### config.mk
export PLATFORM = sky130hd
export DESIGN_NAME = tomasulo_reg_file
export DESIGN_NICKNAME = d
export VERILOG_FILES = /design/src/rtl/tomasulo_pkg.sv /design/src/rtl/tomasulo_reg_file_rf_entry.sv /design/src/rtl/tomasulo_reg_file.sv
export SDC_FILE = /design/constraint.sdc
export NUM_CORES = 1
export LEC_CHECK = 0
export CORE_MARGIN = 2
export CORE_UTILIZATION = 54
export CTS_CLUSTER_SIZE = 16
export DETAILED_ROUTE_END_ITERATION = 6
export PLACE_DENSITY = 0.81
export REMOVE_ABC_BUFFERS = 1
export SKIP_LAST_GASP = 1
export SLEW_MARGIN = 10
export SYNTH_ARGS = -nofsm -noshare
export SYNTH_HDL_FRONTEND = slang
export SYNTH_SLANG_ARGS = --single-unit
### constraint.sdc
create_clock -name Clock -period 4.3 [get_ports Clock]
set_input_delay 0.86 -clock Clock [delete_from_list [all_inputs] [get_ports Clock]]
set_output_delay 0.86 -clock Clock [all_outputs]
set_load 0.01 [all_outputs]
### src/rtl/tomasulo_pkg.sv
// Shared Tomasulo definitions: default widths and the "no producer" tag.
// Used by the register file, reservation stations and CDB arbiter.
package tomasulo_pkg;

  localparam int DATA_W_DEF = 16;
  localparam int TAG_W_DEF  = 2;

  typedef logic [TAG_W_DEF-1:0] tag_t;

  localparam tag_t TAG_NONE = '0;

endpackage

### src/rtl/tomasulo_reg_file_rf_entry.sv
// One register: value plus producer tag, with CDB capture and rename.
// State changes on the falling clock edge.
module rf_entry
  import tomasulo_pkg::*;
#(
  parameter int              DATA_W    = DATA_W_DEF,
  parameter int              TAG_W     = TAG_W_DEF,
  parameter logic [DATA_W-1:0] RESET_VAL = DATA_W'(1)
) (
  input  logic              clk,
  input  logic              rst,
  input  logic              flush,
  input  logic              cdb_en,
  input  logic [TAG_W-1:0]  qi_cdb,
  input  logic [DATA_W-1:0] cdb,
  input  logic              issue_hit,
  input  logic [TAG_W-1:0]  issue_tag,
  output logic [DATA_W-1:0] val_o,
  output logic [TAG_W-1:0]  qi_o,
  output logic [TAG_W-1:0]  qi_nxt_o,
  output logic              match_o
);

  logic [DATA_W-1:0] val_q, val_d;
  logic [TAG_W-1:0]  qi_q, qi_d;
  logic              match;

  // cdb_en already excludes tag 0, so an idle entry never matches
  assign match = cdb_en && (qi_q == qi_cdb);

  always_comb begin
    val_d = val_q;
    qi_d  = qi_q;
    if (flush) begin
      qi_d = '0;
    end else begin
      if (match) begin
        val_d = cdb;
        qi_d  = '0;
      end
      // a fresh rename outranks the clear from the same-cycle broadcast
      if (issue_hit) begin
        qi_d = issue_tag;
      end
    end
  end

  always_ff @(negedge clk) begin
    if (rst) begin
      val_q <= RESET_VAL;
      qi_q  <= '0;
    end else begin
      val_q <= val_d;
      qi_q  <= qi_d;
    end
  end

  assign val_o    = val_q;
  assign qi_o     = qi_q;
  assign qi_nxt_o = qi_d;
  assign match_o  = match;

endmodule

### src/rtl/tomasulo_reg_file.sv
// Register file with Qi status tags, two bypassed read ports
// and a registered count of renamed (busy) registers.
module tomasulo_reg_file
  import tomasulo_pkg::*;
#(
  parameter int                DATA_W    = DATA_W_DEF,
  parameter int                NREGS     = 8,
  parameter int                TAG_W     = TAG_W_DEF,
  parameter logic [DATA_W-1:0] RESET_VAL = DATA_W'(1),
  localparam int               AW        = $clog2(NREGS),
  localparam int               BW        = $clog2(NREGS + 1)
) (
  input  logic              Clock,
  input  logic              Reset,
  input  logic              Flush,
  input  logic              Issue_en,
  input  logic [AW-1:0]     Issue_rd,
  input  logic [TAG_W-1:0]  Issue_tag,
  input  logic              CDB_valid,
  input  logic [TAG_W-1:0]  Qi_CDB,
  input  logic [DATA_W-1:0] CDB,
  input  logic [AW-1:0]     Rs_addr,
  input  logic [AW-1:0]     Rt_addr,
  output logic [DATA_W-1:0] Rs_val,
  output logic [DATA_W-1:0] Rt_val,
  output logic [TAG_W-1:0]  Rs_qi,
  output logic [TAG_W-1:0]  Rt_qi,
  output logic [BW-1:0]     Busy_count
);

  logic              cdb_en;
  logic              issue_ok;
  logic [NREGS-1:0]  issue_hit;
  logic [NREGS-1:0]  match;
  logic [DATA_W-1:0] ent_val [NREGS];
  logic [TAG_W-1:0]  ent_qi  [NREGS];
  logic [TAG_W-1:0]  ent_nxt [NREGS];
  logic [BW-1:0]     busy_count_q, busy_count_d;

  assign cdb_en   = CDB_valid && (Qi_CDB != TAG_W'(TAG_NONE));
  assign issue_ok = Issue_en && (Issue_tag != TAG_W'(TAG_NONE));

  always_comb begin
    issue_hit = '0;
    for (int i = 0; i < NREGS; i++) begin
      issue_hit[i] = issue_ok && (Issue_rd == AW'(i));
    end
  end

  for (genvar g = 0; g < NREGS; g++) begin : g_ent
    rf_entry #(
      .DATA_W    (DATA_W),
      .TAG_W     (TAG_W),
      .RESET_VAL (RESET_VAL)
    ) u_ent (
      .clk       (Clock),
      .rst       (Reset),
      .flush     (Flush),
      .cdb_en    (cdb_en),
      .qi_cdb    (Qi_CDB),
      .cdb       (CDB),
      .issue_hit (issue_hit[g]),
      .issue_tag (Issue_tag),
      .val_o     (ent_val[g]),
      .qi_o      (ent_qi[g]),
      .qi_nxt_o  (ent_nxt[g]),
      .match_o   (match[g])
    );
  end

  // Reads see pre-edge state; a matching broadcast is forwarded
  always_comb begin
    Rs_val = '0;
    Rs_qi  = '0;
    Rt_val = '0;
    Rt_qi  = '0;
    for (int i = 0; i < NREGS; i++) begin
      if (Rs_addr == AW'(i)) begin
        Rs_val = match[i] ? CDB : ent_val[i];
        Rs_qi  = match[i] ? '0  : ent_qi[i];
      end
      if (Rt_addr == AW'(i)) begin
        Rt_val = match[i] ? CDB : ent_val[i];
        Rt_qi  = match[i] ? '0  : ent_qi[i];
      end
    end
  end

  always_comb begin
    busy_count_d = '0;
    for (int i = 0; i < NREGS; i++) begin
      busy_count_d = busy_count_d
                   + BW'(ent_nxt[i] != '0);
    end
  end

  always_ff @(negedge Clock) begin
    if (Reset) begin
      busy_count_q <= '0;
    end else begin
      busy_count_q <= busy_count_d;
    end
  end

  assign Busy_count = busy_count_q;

endmodule

==> results by group, run 1 <==
Status
  • Outcome: aborted with a tool error
  • Last flow stage reached: 5_1_grt
  • Stop Error: [ERROR GRT-0232] Routing congestion too high. Check the congestion heatmap in the GUI.

Logic synthesis
  • Post-synthesis xor/xnor area fraction: 0.01404
  • Largest family of logic cells by synthesized area: compound AO/OA/AOI/OAI gates
  • Synth warn: 0
  • Mux contribution to synthesized area: 0.1325
  • Simple-Gate Fraction of Synth Area: 0.2244
  • FFs w/ async S/R, synth: 0
  • Seq cells post-synth: 148
  • Post-Synth Adder-Cell Area: 0.01148
  • Synth unique cells: 74
  • Top FF cell, synth: dfxtp_1
  • Number of flops mapped to enable cells by yosys: 0
  • Compound-gate portion of the synthesized area: 0.2569
  • Cell Area, Synth: 10250 µm²
  • Syn Inst Count: 1396
  • Sequential-to-total area share from yosys stat: 0.2892
  • Syn_area_per_cell: 7.340 µm²

Place
  • Gp weighted congestion: 1.026
  • # placed instances: 1818
  • Hpwl dp: 28630 µm
  • Input/output buffers: 73

Global route
  • Global route overflow: 14
  • Largest net degree at the start of global routing: 47
  • GRT Overall Usage: 0.7636

Die
  • Die W: 141.7 µm
  • I/O pins: 74
  • Die height: 141.7 µm
  • Row Count: 50
  • Starting Density: 0.5496

Timing
  • Worst EP Category: register input
  • Worst_ep grt: Busy_count[1]$_SDFF_NP0_/D

Clock network
  • Num CTS Buffers: 17
  • CTS max path bufs: 2
  • Clock sink count: 148
  • H-tree Lvls: 4
  • Root Driver: clkbuf_16
  • Hold Buf Count CTS: 0
==> cells in the mapped netlist (4+ instances only) <==
cell type	count	share of area
o2bb2ai_1	6	0.0051
xor2_1	5	0.0043
xnor2_1	4	0.0034
and4bb_2	5	0.0061
nor2_1	107	0.039
a31oi_1	16	0.0098
o2111ai_1	5	0.0043
nand2b_1	10	0.0061
mux2_2	5	0.0055
o32a_1	7	0.0068
nand2_1	324	0.12
o22a_1	7	0.0060
a32oi_1	13	0.011
nand3_1	19	0.0093
a22oi_1	12	0.0088
inv_1	18	0.0066
o21bai_1	4	0.0029
buf_6	6	0.0066
a22o_1	4	0.0034
and3_1	5	0.0031
a21oi_1	173	0.085
nor3_1	9	0.0044
buf_1	11	0.0040
o32ai_1	7	0.0060
or3_1	6	0.0037
o22ai_1	44	0.027
buf_2	13	0.0063
nor2b_1	8	0.0049
mux4_2	8	0.018
clkbuf_1	95	0.035
nand4_1	5	0.0031
nand3b_1	10	0.0073
a221oi_1	15	0.013
buf_4	11	0.0081
or2_2	5	0.0031
or4_1	7	0.0051
fa_1	4	0.0078
o211ai_1	6	0.0044
a211oi_1	6	0.0044
o21ai_0	60	0.029
dfxtp_1	148	0.29
mux2i_1	112	0.11
==> stage by stage <==
stage / instance area (µm²) / setup slack [ps] / hold slack [ps] / setup TNS [ps]
2_1_floorplan: 9593 / -2515 / 429.6 / -85190
3_3_place_gp: 12760 / -2549 / 440.8 / -180200
4_1_cts: 15160 / -1740 / 451.0 / -75350
3_5_place_dp: 12760 / -2631 / 446.1 / -188750
==> logic make-up after synthesis <==
| family | after synthesis |
|---|---|
| AO/OA/AOI/OAI | 413 |
| multiplexers | 125 |
| AND/OR/NAND/NOR | 531 |
| buffers and inverters | 159 |
| XOR/XNOR | 13 |
| flip-flops | 148 |
| adder cells (fa/ha/maj) | 7 |
==> per-layer routing <==
layer | overflow | track usage
met5 | 2 | 0.3885
met4 | 5 | 0.7142
met3 | 2 | 0.6861
met2 | 5 | 0.8858
met1 | 0 | 0.7625
==> repair_timing <==
item                                    in CTS
gates resized for setup                    293
endpoints found under the setup margin     188
cloned                                       9
buffers inserted                            58
pin swaps                                   63
==> run 2: changes to the inputs <==
Settings changed: CORE_UTILIZATION 54 to 40, CTS_CLUSTER_SIZE 16 to unset, PLACE_DENSITY 0.81 to unset, PLACE_DENSITY_LB_ADDON set to 0.15.
Clock period 4.3 ns to 5.59 ns, I/O delays scaled along.
==> results by group, run 2 <==
Die
  • Die area: 26910 µm²
  • Row Count: 58 (+16%)
  • Die height: 164.0 µm (+16%)
  • Core area: 25180 µm²
  • Die W: 164.0 µm (+16%)
  • Starting Density: 0.4069 (-0.1427)
  • I/O pins: 74 (unchanged)

Global route
  • Vias in the first global route: 12620
  • Global-route wire length before repair: 68760 µm
  • Global route overflow: 0
  • Initial antenna violation count: 0
  • GRT Overall Usage: 0.3349
  • Largest net degree at the start of global routing: 94

Logic synthesis
  • Seq cells post-synth: 148 (unchanged)
  • Synth unique cells: 74 (unchanged)
  • FFs w/ async S/R, synth: 0 (unchanged)
  • Area share of the largest cell type after synthesis: 0.2892 (unchanged)
  • Most frequent cell after synthesis: nand2_1
  • Sequential-to-total area share from yosys stat: 0.2892 (unchanged)
  • Syn_area_per_cell: 7.340 µm² (unchanged)
  • Cell Area, Synth: 10250 µm² (unchanged)
  • Top FF cell, synth: dfxtp_1
  • Post-synth top area cell: dfxtp_1
  • Number of flops mapped to enable cells by yosys: 0 (unchanged)
  • Syn Inst Count: 1396 (unchanged)
  • Synth cell count leaders: nand2_1, a21oi_1, dfxtp_1, mux2i_1, nor2_1
  • Largest cells by area after synthesis: dfxtp_1, nand2_1, mux2i_1, a21oi_1, nor2_1
  • Synth warn: 0 (unchanged)

Worst setup path
  • CP Max Fanout: 8
  • Crit path max-delay family: adder cells
  • CP peak stage delay: 590 ps
  • Required time of the critical path: 3210 ps
  • CP max stage cell: fa_1
  • Setup CP Type: in2reg
  • CP arrival: 4480 ps
  • CP bufs+invs: 4
  • Startpoint Class: input port
  • CP Cell Sequence: buf_12, nor4bb_4, a22o_4, o21ai_2, nand2b_1, fa_1, inv_2, fa_1, inv_2, fa_1, inv_2, ha_4, fa_2, nor2b_1
  • Crit path capture type: flip-flop

Final layout
  • Layout cells sized above 1: 0.3223
  • Most frequent cells in the layout: nand2_1, buf_4, a21oi_1
  • Synthesis-to-layout area growth: 53.56%
  • Layout Utilization: 0.6248
  • Fin cells: 2142
  • Largest register FFs: 128
  • Ant diodes: 0
  • Nets: 1841
  • Commonest non-fill, non-tap cell in the layout: nand2_1

Timing
  • Worst Tran Pin Value: 999.1 ps
  • Max Clock Skew: 27.62 ps
  • Setup Viol. Count Final: 40
  • Fin Setup TNS: -42410 ps
  • Final worst slack: -1273 ps
  • RSZ-0062 raised after global routing: true
  • Hold Vio Cnt, Final: 0
  • Slew HR: 0.3315
  • Max-slew violation count: 0

Place
  • Setup WS pre-CTS: -2240 ps (+390.5 ps)
  • # placed instances: 1884 (+3.6%)
  • Gp weighted congestion: 0.9295 (-9.4%)
  • Input/output buffers: 73 (unchanged)
  • Hpwl dp: 29930 µm (+4.5%)

Power and ir drop
  • Pwr/cell area: 198.4 nW/µm²
  • Psw: 1120 µW
  • Total Power: 3121 µW
  • Max rail drop VDD: 0.1849 mV
  • Gate power share: 0.134
  • Sw Ratio: 0.3587
  • Int Power: 2001 µW
  • Clk pwr share: 0.525
  • Leakage: 0.006585 µW
  • Sequential share of power: 0.341

Routing
  • DRT Pass-1 Iters: 6
  • Routed Antenna Nets: 0
  • Final WL: 46200 µm
  • Iteration-0 DRC Markers: 1477
  • Met1 wire length: 18290 µm
  • Via density: 5.999
  • DRC viols: 0
  • Met3 WL post-DR: 4361 µm
  • Met2 wire len: 21350 µm
  • Highest metal used: met4
  • Via count: 12850
  • Post-DR wirelength/cell: 21.57 µm

Min path
  • Min-Delay Path Class: reg2reg

Clock network
  • CTS max path bufs: 2 (unchanged)
  • Reg clk slew, reported paths: 40 ps
  • H-tree Lvls: 4 (unchanged)
  • Clock Latency Late Sink: 480 ps
  • Root Driver: clkbuf_16
  • Clock tree from TritonCTS: done
  • Clock sink count: 148 (unchanged)
  • Num CTS Buffers: 17 (unchanged)

Status
  • Outcome: complete, but fails checks
  • Failing checks: negative setup slack

Job
  • Max-Cap Viols: 0
[run 2: cell counts after synthesis]
No cell type changed its count.
[run 2: metal layers]
layer	global-route usage	vias to the layer above
li1	-	5795
met1	0.4180	6117
met2	0.5273	767
met3	0.08687	170
met4	0.1838	0
met5	0	-
[run 2: final cells by class]
class | count | area, µm²
well taps | 330 | 412.9
clock inverters | 162 | 724.4
multi-input cells | 1089 | 7646
fillers | 2206 | 9448
flip-flops and latches | 148 | 2989
inverters | 20 | 75.07
clock buffers | 17 | 425.4
repair buffers | 376 | 3461
[run 2: path summary, 6_finish.rpt]
kind	from	endpoint	slack, ps	depth (start not counted)
worst max-delay path	Qi_CDB[1]	Busy_count[1]	-1270	14
worst min-delay path	g_ent[7].u_ent.val_o[6]	g_ent[7].u_ent.val_o[6]	450	2
worst max register to register	g_ent[1].u_ent.qi_o[1]	Busy_count[1]	1950	13
worst min register to register	g_ent[7].u_ent.val_o[6]	g_ent[7].u_ent.val_o[6]	450	2
[run 2: cell families (layout without fill, tap and decap cells)]
kind of cell	Yosys count	in the layout	synth area share
AND/OR/NAND/NOR	531	531	0.2244
flip-flops	148	148	0.2892
multiplexers	125	125	0.1325
XOR/XNOR	13	13	0.01404
AO/OA/AOI/OAI	413	413	0.2569
adder cells (fa/ha/maj)	7	7	0.01148
buffers and inverters	159	575	0.07144
[run 2: metrics by stage]
stage          instance area (µm²)  hold slack [ps]
6_report                     15730            450.3
5_1_grt                      15730            463.6
4_1_cts                      14970            450.3
3_5_place_dp                 12590            446.0
3_3_place_gp                 12590            441.6
2_1_floorplan                 9593            429.6
[run 2: what timing repair did]
item                                    4_1_cts  5_1_grt
cloned                                        6        3
setup buffers                                59       37
pin swaps                                    77       75
resized for setup                           350      151
hold buffers                                  0        0
endpoints found under the setup margin      140       59
[run 2: tightest hold or removal path: stages (launching register included)]
cell and delay (ps):
dfxtp_1 300, nand2_1 50, a21oi_1 50
[run 2: power groups by stage]
stage	sequential (µW)	clock (µW)	combinational, µW
after floorplan	1080	161	123
after global placement	1080	161	364
after detailed placement	1080	161	364
after CTS	1070	1670	382
after global routing	1060	1790	436
final	1070	1640	417
(Power assumes the default switching activity.)
==> RTL edit, RTL diff (settings of run 2) <==
Change the parameter `NREGS` from 8 to 4.
--- a/src/rtl/tomasulo_reg_file.sv
+++ b/src/rtl/tomasulo_reg_file.sv
@@ -4,7 +4,7 @@
   import tomasulo_pkg::*;
 #(
   parameter int                DATA_W    = DATA_W_DEF,
-  parameter int                NREGS     = 8,
+  parameter int                NREGS     = 4,
   parameter int                TAG_W     = TAG_W_DEF,
   parameter logic [DATA_W-1:0] RESET_VAL = DATA_W'(1),
   localparam int               AW        = $clog2(NREGS),
Ports: changed (resized Busy_count, Issue_rd, Rs_addr and Rt_addr); port bits go from 74 to 70. No check against the original RTL was run, so the function may have changed too.
==> RTL edit against run 2 <==
- the run still ends with setup timing left
- routed wire length down 60%
- final cell count down 57%
- design area is 56% lower
- utilization shrank 2.0 points
- hold slack better by 0.021 ns
- clock power shrank 51%
- sequential cell count shrank 73
- power decreased by 49%
- worst setup slack gained 0.51 ns
- synthesized area shrank 55%
- critical path type is now reg -> out
- critical endpoint is now Rt_val[12]
- largest power group unchanged
==> RTL edit: results (changes against run 2) <==
finish:
  largest_reg_flops: 64  # -50%
  drive_gt1_share_pct: 28.6  # -3.6 points
pwr:
  vdd_drop_max_v: 0.000219  # +19%
  share_seq_of_total_power_pct: 34.3  # +0.2 points
  seq_power_uw: 542  # -49%
  p_sw_uw: 522  # -53%
  leakage_nw: 2.84  # -57%
synthesis:
  yosys.area_share.adder_pct: 0.972  # -0.18 points
  synth_xor_xnor_area_share_pct: 1.43  # +0.027 points
  synth-compound-area-share_pct: 36.5  # +11 points
  ys_seq_area_share_pct: 32.4  # +3.5 points
  synthMuxAreaShare_pct: 5.45  # -7.8 points
  syn_avg_cell_area_um2: 8.17  # +11%
  synth_common_cells: "dfxtp_1, nand3_1, a21oi_1"
setup_path:
  r2r_start: "g_ent[0].u_ent.qi_o[0]"
  worstPathMaxFanout: 7  # -1
  crit_family: "buffers and inverters"
  rr_worst_depth: 10  # -3
  crit_path_max_incr_delay_ns: 0.53  # -0.06 ns
  critPathLaunch: "g_ent[3].u_ent.qi_o[1]"
detailed_routing:
  drt_iter0_markers: 589  # -60%
  dr.pass1.iters: 5  # -1
  vias_per_cell: 6.27  # +4.6%
timing:
  skew_ns: 0.0222  # -0.00543 ns
  whs_ns: 0.471  # +0.0211 ns
  setup_viol: 39  # -2.5%
  fin_ws_ns: -0.758  # +0.515 ns
cts:
  clk_latency_ns: 0.42  # -0.06 ns
  cts_buffers: 9  # -8
placement:
  port_buffers: 69  # -5.5%
  dp_slack_ns: -0.869  # +1.37 ns
  hpwl_mm: 11.3  # -62%
status:
  outcome: "finished, violations left"
  violations: "setup timing"
global_route:
  grt_pass1_wl_mm: 29.2  # -58%
  grt_start_max_net_pins: 65  # -31%
  grt_pass1_vias: 5716  # -55%
min_path:
  holdPathEnd: "g_ent[0].u_ent.val_o[15]"
## RTL edit: cell families after synthesis
family | Yosys count
flip-flops | 75
buffers and inverters | 86
adder cells (fa/ha/maj) | 3
XOR/XNOR | 5
multiplexers | 14
AND/OR/NAND/NOR | 139
AO/OA/AOI/OAI | 245
## RTL edit: repair_timing
item	4_1_cts	5_1_grt
setup endpoints to repair	39	54
gates cloned	1	0
pin swaps	9	6
buffers inserted	21	3
gates resized for setup	176	36
## RTL edit: layer usage
metal | vias up | wire (um) | track usage (%)
met3 | 45 | 1670 | 8.60
met1 | 2770 | 7590 | 37.1
met4 | 0 | 429 | 14.2
met2 | 366 | 8690 | 45.8
li1 | 2603 | - | -
met5 | - | 0 | 0
## RTL edit: area by class of cell
class	instances	area [um2]
timing repair buffer	183	1580
inverter	24	90.1
clock inverter	82	347
tap	143	179
multi-input combinational	406	2940
fill	1037	4490
clock buffer	9	225
sequential	75	1520
